$ cat config.mk
export PLATFORM = sky130hd
export DESIGN_NAME = rpn_instr_feeder
export DESIGN_NICKNAME = d
export VERILOG_FILES = /design/src/rtl/rpn_pkg.sv /design/src/rtl/rpn_fifo.sv /design/src/rtl/rpn_instr_feeder.sv
export SDC_FILE = /design/constraint.sdc
export NUM_CORES = 1
export LEC_CHECK = 0
export ABC_AREA = 1
export CORE_MARGIN = 3
export CORE_UTILIZATION = 55
export DETAILED_ROUTE_END_ITERATION = 10
export HOLD_SLACK_MARGIN = 0.12
export PLACE_DENSITY = 0.78
export REMOVE_ABC_BUFFERS = 1
export SYNTH_ARGS = -nofsm -noshare
export SYNTH_HDL_FRONTEND = slang
export SYNTH_SLANG_ARGS = --single-unit
$ cat constraint.sdc
create_clock -name clk -period 3.11 [get_ports clk]
set_input_delay 0.622 -clock clk [delete_from_list [all_inputs] [get_ports clk]]
set_output_delay 0.622 -clock clk [all_outputs]
set_load 0.02 [all_outputs]
$ cat src/rtl/rpn_pkg.sv
// rpn_pkg: shared types and constants for the RPN calculator front end.
// Instruction encoding, calculator op codes and the default stack capacity
// are shared between the instruction feeder and the calculator bench.
package rpn_pkg;

    // Instruction kind field, bits [17:16] of an encoded instruction
    typedef enum logic [1:0] {
        KIND_PUSH = 2'b00,
        KIND_NEG  = 2'b01,
        KIND_ADD  = 2'b10,
        KIND_MUL  = 2'b11
    } kind_e;

    // Calculator op codes presented on the issue port
    localparam logic [1:0] OP_NONE = 2'd0;
    localparam logic [1:0] OP_NEG  = 2'd1;
    localparam logic [1:0] OP_ADD  = 2'd2;
    localparam logic [1:0] OP_MUL  = 2'd3;

    // Encoded instruction as carried through the FIFO
    typedef struct packed {
        kind_e       kind;
        logic [15:0] data;
    } instr_t;

    localparam int INSTR_W           = $bits(instr_t);
    localparam int STACK_MAX_DEFAULT = 1000;

    // Map an instruction kind onto the calculator op it requests
    function automatic logic [1:0] kind_to_op(input kind_e k);
        logic [1:0] op;
        case (k)
            KIND_NEG: op = OP_NEG;
            KIND_ADD: op = OP_ADD;
            KIND_MUL: op = OP_MUL;
            default:  op = OP_NONE;
        endcase
        return op;
    endfunction

endpackage

$ cat src/rtl/rpn_fifo.sv
// rpn_fifo: synchronous instruction FIFO.
// Pointers carry an extra wrap bit so occupancy is a plain subtraction and
// full/empty never alias. Storage is not reset; only the pointers are.
module rpn_fifo #(
    parameter int DEPTH = 8,
    parameter int WIDTH = 18
) (
    input  logic                    clk,
    input  logic                    nrst,
    input  logic                    i_wr,
    input  logic [WIDTH-1:0]        i_wdata,
    input  logic                    i_rd,
    output logic [WIDTH-1:0]        o_rdata,
    output logic [$clog2(DEPTH):0]  o_level,
    output logic                    o_full,
    output logic                    o_empty
);

    localparam int AW = $clog2(DEPTH);

    logic [AW:0]      r_wptr;
    logic [AW:0]      r_rptr;
    logic [WIDTH-1:0] r_mem [DEPTH];
    logic             w_wr;
    logic             w_rd;

    // Occupancy and flags derive from registered pointers only, so a pop
    // on a full FIFO frees the slot for writers one cycle later.
    assign o_level = r_wptr - r_rptr;
    assign o_full  = (o_level == (AW+1)'(DEPTH));
    assign o_empty = (r_wptr == r_rptr);

    // Requests are qualified here so callers cannot overrun or underrun
    assign w_wr = i_wr && !o_full;
    assign w_rd = i_rd && !o_empty;

    // Head entry is always presented; it is valid whenever !o_empty
    assign o_rdata = r_mem[r_rptr[AW-1:0]];

    // Advance read/write pointers on qualified requests
    always_ff @(posedge clk) begin
        if (nrst) begin
            r_wptr <= '0;
            r_rptr <= '0;
        end else begin
            if (w_wr) begin
                r_wptr <= r_wptr + 1'b1;
            end
            if (w_rd) begin
                r_rptr <= r_rptr + 1'b1;
            end
        end
    end

    // Write accepted data into storage
    always_ff @(posedge clk) begin
        if (w_wr) begin
            r_mem[r_wptr[AW-1:0]] <= i_wdata;
        end
    end

endmodule

$ cat src/rtl/rpn_instr_feeder.sv
// rpn_instr_feeder: buffers encoded RPN instructions and issues one per
// calculator step as a registered push/d/op bundle with a one-cycle strobe,
// holding off while stall is high and forcing GAP_CYCLES idle cycles after
// each issue slot.
// Optional build macro RPN_SHADOW_CHECK_EN: track the calculator stack depth
// and drop (pop without strobe, set sticky err) instructions that would
// overflow or underflow it. Without it, shadow_cnt and err are tied to 0.
module rpn_instr_feeder
    import rpn_pkg::*;
#(
    parameter int DEPTH      = 8,
    parameter int GAP_CYCLES = 1,
    parameter int STACK_MAX  = STACK_MAX_DEFAULT
) (
    input  logic                    clk,
    input  logic                    nrst,
    input  logic                    in_valid,
    output logic                    in_ready,
    input  logic [17:0]             in_instr,
    input  logic                    stall,
    output logic                    iss_stb,
    output logic                    iss_push,
    output logic [15:0]             iss_d,
    output logic [1:0]              iss_op,
    output logic [$clog2(DEPTH):0]  level,
    output logic [9:0]              shadow_cnt,
    output logic                    err,
    output logic                    idle
);

    localparam int LW = $clog2(DEPTH) + 1;

    typedef enum logic [1:0] {
        ST_IDLE  = 2'd0,
        ST_ISSUE = 2'd1,
        ST_GAP   = 2'd2
    } state_e;

    state_e           r_state;
    logic [3:0]       r_gap_cnt;
    logic             r_stb;
    logic             r_push;
    logic [15:0]      r_d;
    logic [1:0]       r_op;

    logic [INSTR_W-1:0] w_rdata;
    logic [LW-1:0]      w_level;
    logic               w_full;
    logic               w_empty;
    logic               w_wr;
    logic               w_pop;
    logic               w_ok;
    instr_t             w_head;

    rpn_fifo #(
        .DEPTH (DEPTH),
        .WIDTH (INSTR_W)
    ) u_fifo (
        .clk     (clk),
        .nrst    (nrst),
        .i_wr    (w_wr),
        .i_wdata (in_instr),
        .i_rd    (w_pop),
        .o_rdata (w_rdata),
        .o_level (w_level),
        .o_full  (w_full),
        .o_empty (w_empty)
    );

    assign w_head = instr_t'(w_rdata);
    assign w_wr   = in_valid && !w_full;

    // An issue slot is taken whenever the FSM may issue, an entry is
    // waiting and downstream is ready. IDLE issues directly so the first
    // strobe follows acceptance into an empty FIFO by a single cycle.
    assign w_pop = ((r_state == ST_IDLE) || (r_state == ST_ISSUE))
                   && !w_empty && !stall;

`ifdef RPN_SHADOW_CHECK_EN
    logic [9:0] r_shadow_cnt;
    logic       r_err;
    logic [9:0] w_cnt_nxt;

    // Decide whether the head instruction is legal for the tracked depth
    always_comb begin
        w_ok      = 1'b0;
        w_cnt_nxt = r_shadow_cnt;
        case (w_head.kind)
            KIND_PUSH: begin
                if (r_shadow_cnt != 10'(STACK_MAX)) begin
                    w_ok      = 1'b1;
                    w_cnt_nxt = r_shadow_cnt + 10'd1;
                end
            end
            KIND_NEG: begin
                w_ok = (r_shadow_cnt >= 10'd1);
            end
            default: begin
                if (r_shadow_cnt >= 10'd2) begin
                    w_ok      = 1'b1;
                    w_cnt_nxt = r_shadow_cnt - 10'd1;
                end
            end
        endcase
    end

    // Track calculator depth on issue; a dropped slot raises sticky err
    always_ff @(posedge clk) begin
        if (nrst) begin
            r_shadow_cnt <= '0;
            r_err        <= 1'b0;
        end else if (w_pop) begin
            if (w_ok) begin
                r_shadow_cnt <= w_cnt_nxt;
            end else begin
                r_err <= 1'b1;
            end
        end
    end

    assign shadow_cnt = r_shadow_cnt;
    assign err        = r_err;
`else
    assign w_ok       = 1'b1;
    assign shadow_cnt = '0;
    assign err        = 1'b0;
`endif

    // Issue FSM with registered strobe and issue bundle
    always_ff @(posedge clk) begin
        if (nrst) begin
            r_state   <= ST_IDLE;
            r_gap_cnt <= '0;
            r_stb     <= 1'b0;
            r_push    <= 1'b0;
            r_d       <= '0;
            r_op      <= OP_NONE;
        end else begin
            r_stb  <= 1'b0;
            r_push <= 1'b0;
            r_d    <= '0;
            r_op   <= OP_NONE;
            case (r_state)
                ST_IDLE, ST_ISSUE: begin
                    if (w_empty) begin
                        r_state <= ST_IDLE;
                    end else if (stall) begin
                        r_state <= ST_ISSUE;
                    end else begin
                        // Slot taken: strobe only if the instruction is legal
                        if (w_ok) begin
                            r_stb  <= 1'b1;
                            r_push <= (w_head.kind == KIND_PUSH);
                            r_d    <= (w_head.kind == KIND_PUSH) ? w_head.data : '0;
                            r_op   <= kind_to_op(w_head.kind);
                        end
                        if (GAP_CYCLES > 0) begin
                            r_state   <= ST_GAP;
                            r_gap_cnt <= 4'(GAP_CYCLES - 1);
                        end else if (w_level > LW'(1)) begin
                            r_state <= ST_ISSUE;
                        end else begin
                            r_state <= ST_IDLE;
                        end
                    end
                end
                ST_GAP: begin
                    if (r_gap_cnt == 4'd0) begin
                        r_state <= w_empty ? ST_IDLE : ST_ISSUE;
                    end else begin
                        r_gap_cnt <= r_gap_cnt - 4'd1;
                    end
                end
                default: begin
                    r_state <= ST_IDLE;
                end
            endcase
        end
    end

    assign in_ready = !w_full;
    assign level    = w_level;
    assign iss_stb  = r_stb;
    assign iss_push = r_push;
    assign iss_d    = r_d;
    assign iss_op   = r_op;
    assign idle     = (r_state == ST_IDLE) && w_empty;

endmodule

==> metrics.txt, run 1 <==
Worst Max-Slew Pin Slew=0.6490 ns; Ys Warns=0; Post-CTS Setup Inserts=0; post_cts resized=2; Hold-fix buffers, CTS=0; fmax=0.3336 GHz; clock tree root driver cell=clkbuf_16; endpoints failing hold=0; Async SR Flop Fraction=0%; Slew Viols, Final=0; mux cell area share after synthesis=0%; fin crit share=96.39%; Max FO, Critical Path=5; Critical Path AT=2.38 ns; DR pass1 iterations=4; placed cell count=831; Final Util=66.18%; routability cong.=0.8139; Bufs on Longest Clock Path=2; share of cells above drive strength 1=8.104%; hold_ws=0.4991 ns; MaxCap Viol Count=0; CTS tree=built; xor/xnor share of the synthesized area=0.1221%; WL per Instance=16.78 um; most common cell after layout, fill and taps aside=edfxtp_1; Synth area leaders=edfxtp_1, dfxtp_1, nor2_1, o21ai_0, nand2_1; Die Ht=120.2 um; vias in the first global route=4663; number of top-level pins=59; Post-DP HPWL=8.232 mm; initial antenna violation count=0; DRC Markers=0; FP Rows=41; top cell type's share of synthesized area=60.26%; Area Growth Syn to Fin=16.86%; EDFF count, synth=144; drt first-iter violations=400; Post-Syn Instances=624; Worst Path Required=2.49 ns; Initial Util=56.63%; Syn Std Cell Area=7176 sq um; number of synthesized register bits=181; Core Area=12670 sq um; Fillers=917; most frequent cells in the layout=edfxtp_1, nor2_1, nand2_1; Sink Count=181; gr usage total=20.80%; Routed WL=14.48 mm; syn_area_per_cell=11.50 sq um; Final min period=2.998 ns; status=finished clean; first-pass GRT wire length=22.86 mm; Max VDD drop=0.7361 mV; power per cell area=915.8 nW/um^2; leak pwr=0.003129 uW; endpoints failing setup=0; adder-cell share of the synthesized area=1.500%; Reg clk slew, reported paths=0.06 ns; synth unique cells=31; RSZ-0062 raised after global routing=no; Simple-Gate Fraction of Synth Area=13.16%; Clk Latency, worst-skew pair=0.43 ns; hold path cells=2; Min-Delay Path Class=reg -> reg; crit path kind=reg -> out; post-route setup TNS=0 ns; register area share after synthesis=70.58%; Worst setup EP type=output port; Post-synth top flop=edfxtp_1; die footprint=14450 sq um; # nets final=708; largest net degree at the start of global routing=65; largest family of logic cells by synthesized area=simple AND/OR/NAND/NOR gates; Compound-Gate Fraction of Synth Area=9.032%; Slew HR=56.73%; Synth area leader=edfxtp_1; total CTS buffers=17; GR Overflow Total=0; Finished Layout Cells=863; H-tree depth=4; Clock Skew=0.008059 ns; Antenna Nets Post-Route=0; n_diodes=0; Critical Path Source Type=register; die width=120.2 um; via/cell ratio=5.488; port bufs=47; via count=4736; r2r worst-path depth=11
-- critical path, stage by stage (launching register included) --
cell and delay [ns]:
dfxtp_1 0.40, inv_1 0.10, ha_1 0.24, fa_1 0.53, inv_1 0.08, clkdlybuf4s50_1 0.61
-- cell usage after synthesis (2+ instances only) --
library cell / instances
a21oi_1: 11
buf_2: 10
buf_4: 11
buf_6: 4
clkbuf_1: 11
clkinv_1: 2
dfxtp_1: 37
edfxtp_1: 144
ha_1: 7
inv_1: 43
nand2_1: 85
nand2_2: 3
nand3_1: 14
nor2_1: 111
nor2_2: 9
o21ai_0: 75
o21ai_1: 2
o22ai_1: 32
-- final cells by class --
class | count | area, sq um | share of cell area [%]
multi-input cells | 370 | 1750 | 20.87
clock inverters | 6 | 128.9 | 1.537
flip-flops and latches | 181 | 5066 | 60.41
inverters | 46 | 175.2 | 2.089
well taps | 172 | 215.2 | 2.566
clock buffers | 26 | 469.2 | 5.595
repair buffers | 62 | 580.6 | 6.923
-- cells by family (layout without fill, tap and decap cells) --
group                    count (synthesis)  count (layout)
adder cells (fa/ha/maj)                  8               8
buffers and inverters                   83             140
other                                    1              11
AND/OR/NAND/NOR                        229             229
XOR/XNOR                                 1               1
flip-flops                             181             181
AO/OA/AOI/OAI                          121             121
-- registers in the layout, summed over array words and instances (netlist names), named ones only --
signal         flops
iss_d             16
u_fifo.r_mem     144
u_fifo.r_rptr      4
iss_stb            1
u_fifo.r_wptr      4
iss_op             2
r_gap_cnt          4
iss_push           1
r_state            2
-- worst paths after layout --
check                                                     end                          start  slack (ns)
worst max-delay path                                 level[1]  u_fifo.r_wptr[0]$_SDFFE_PP0P_        0.11
worst min-delay path                r_gap_cnt[2]$_SDFFE_PP0P_      r_gap_cnt[2]$_SDFFE_PP0P_        0.50
worst max register to register  u_fifo.r_mem[4][12]$_DFFE_PP_  u_fifo.r_wptr[0]$_SDFFE_PP0P_        0.49
worst min register to register      r_gap_cnt[2]$_SDFFE_PP0P_      r_gap_cnt[2]$_SDFFE_PP0P_        0.50
-- per-layer routing --
layer	vias up	track usage (%)	routed length, um
li1	2231	-	-
met1	2271	25.97	5963
met2	200	33.58	7211
met3	34	5.706	997
met4	0	10.55	312
met5	-	0	0
-- power by group --
group          internal, uW  total (uW)  leakage (uW)  switching [uW]
sequential             2930        3070       0.00161             141
combinational           817        2430       0.00123            1610
clock                  1360        2180      0.000288             816
-- stage by stage --
stage / total power (uW) / setup WS (ns) / area (sq um)
floorplan: 4670 / 0.1522 / 6990
global placement: 5397 / 0.3481 / 7790
detailed placement: 5533 / 0.2400 / 7790
CTS: 7691 / 0.01342 / 8388
global route: 8102 / 0.01878 / 8386
finish: 7680 / 0.1121 / 8386
No activity file was read; power rests on OpenSTA's default activity.
==> run 2: changes to the inputs <==
--- a/config.mk
+++ b/config.mk
@@ -12,6 +12,8 @@
 export HOLD_SLACK_MARGIN = 0.12
 export PLACE_DENSITY = 0.78
 export REMOVE_ABC_BUFFERS = 1
+export SKIP_LAST_GASP = 1
+export SLEW_MARGIN = 5
 export SYNTH_ARGS = -nofsm -noshare
 export SYNTH_HDL_FRONTEND = slang
 export SYNTH_SLANG_ARGS = --single-unit
==> results of run 2 <==
The final DEF is identical to that of run 1; final timing and power are the same.
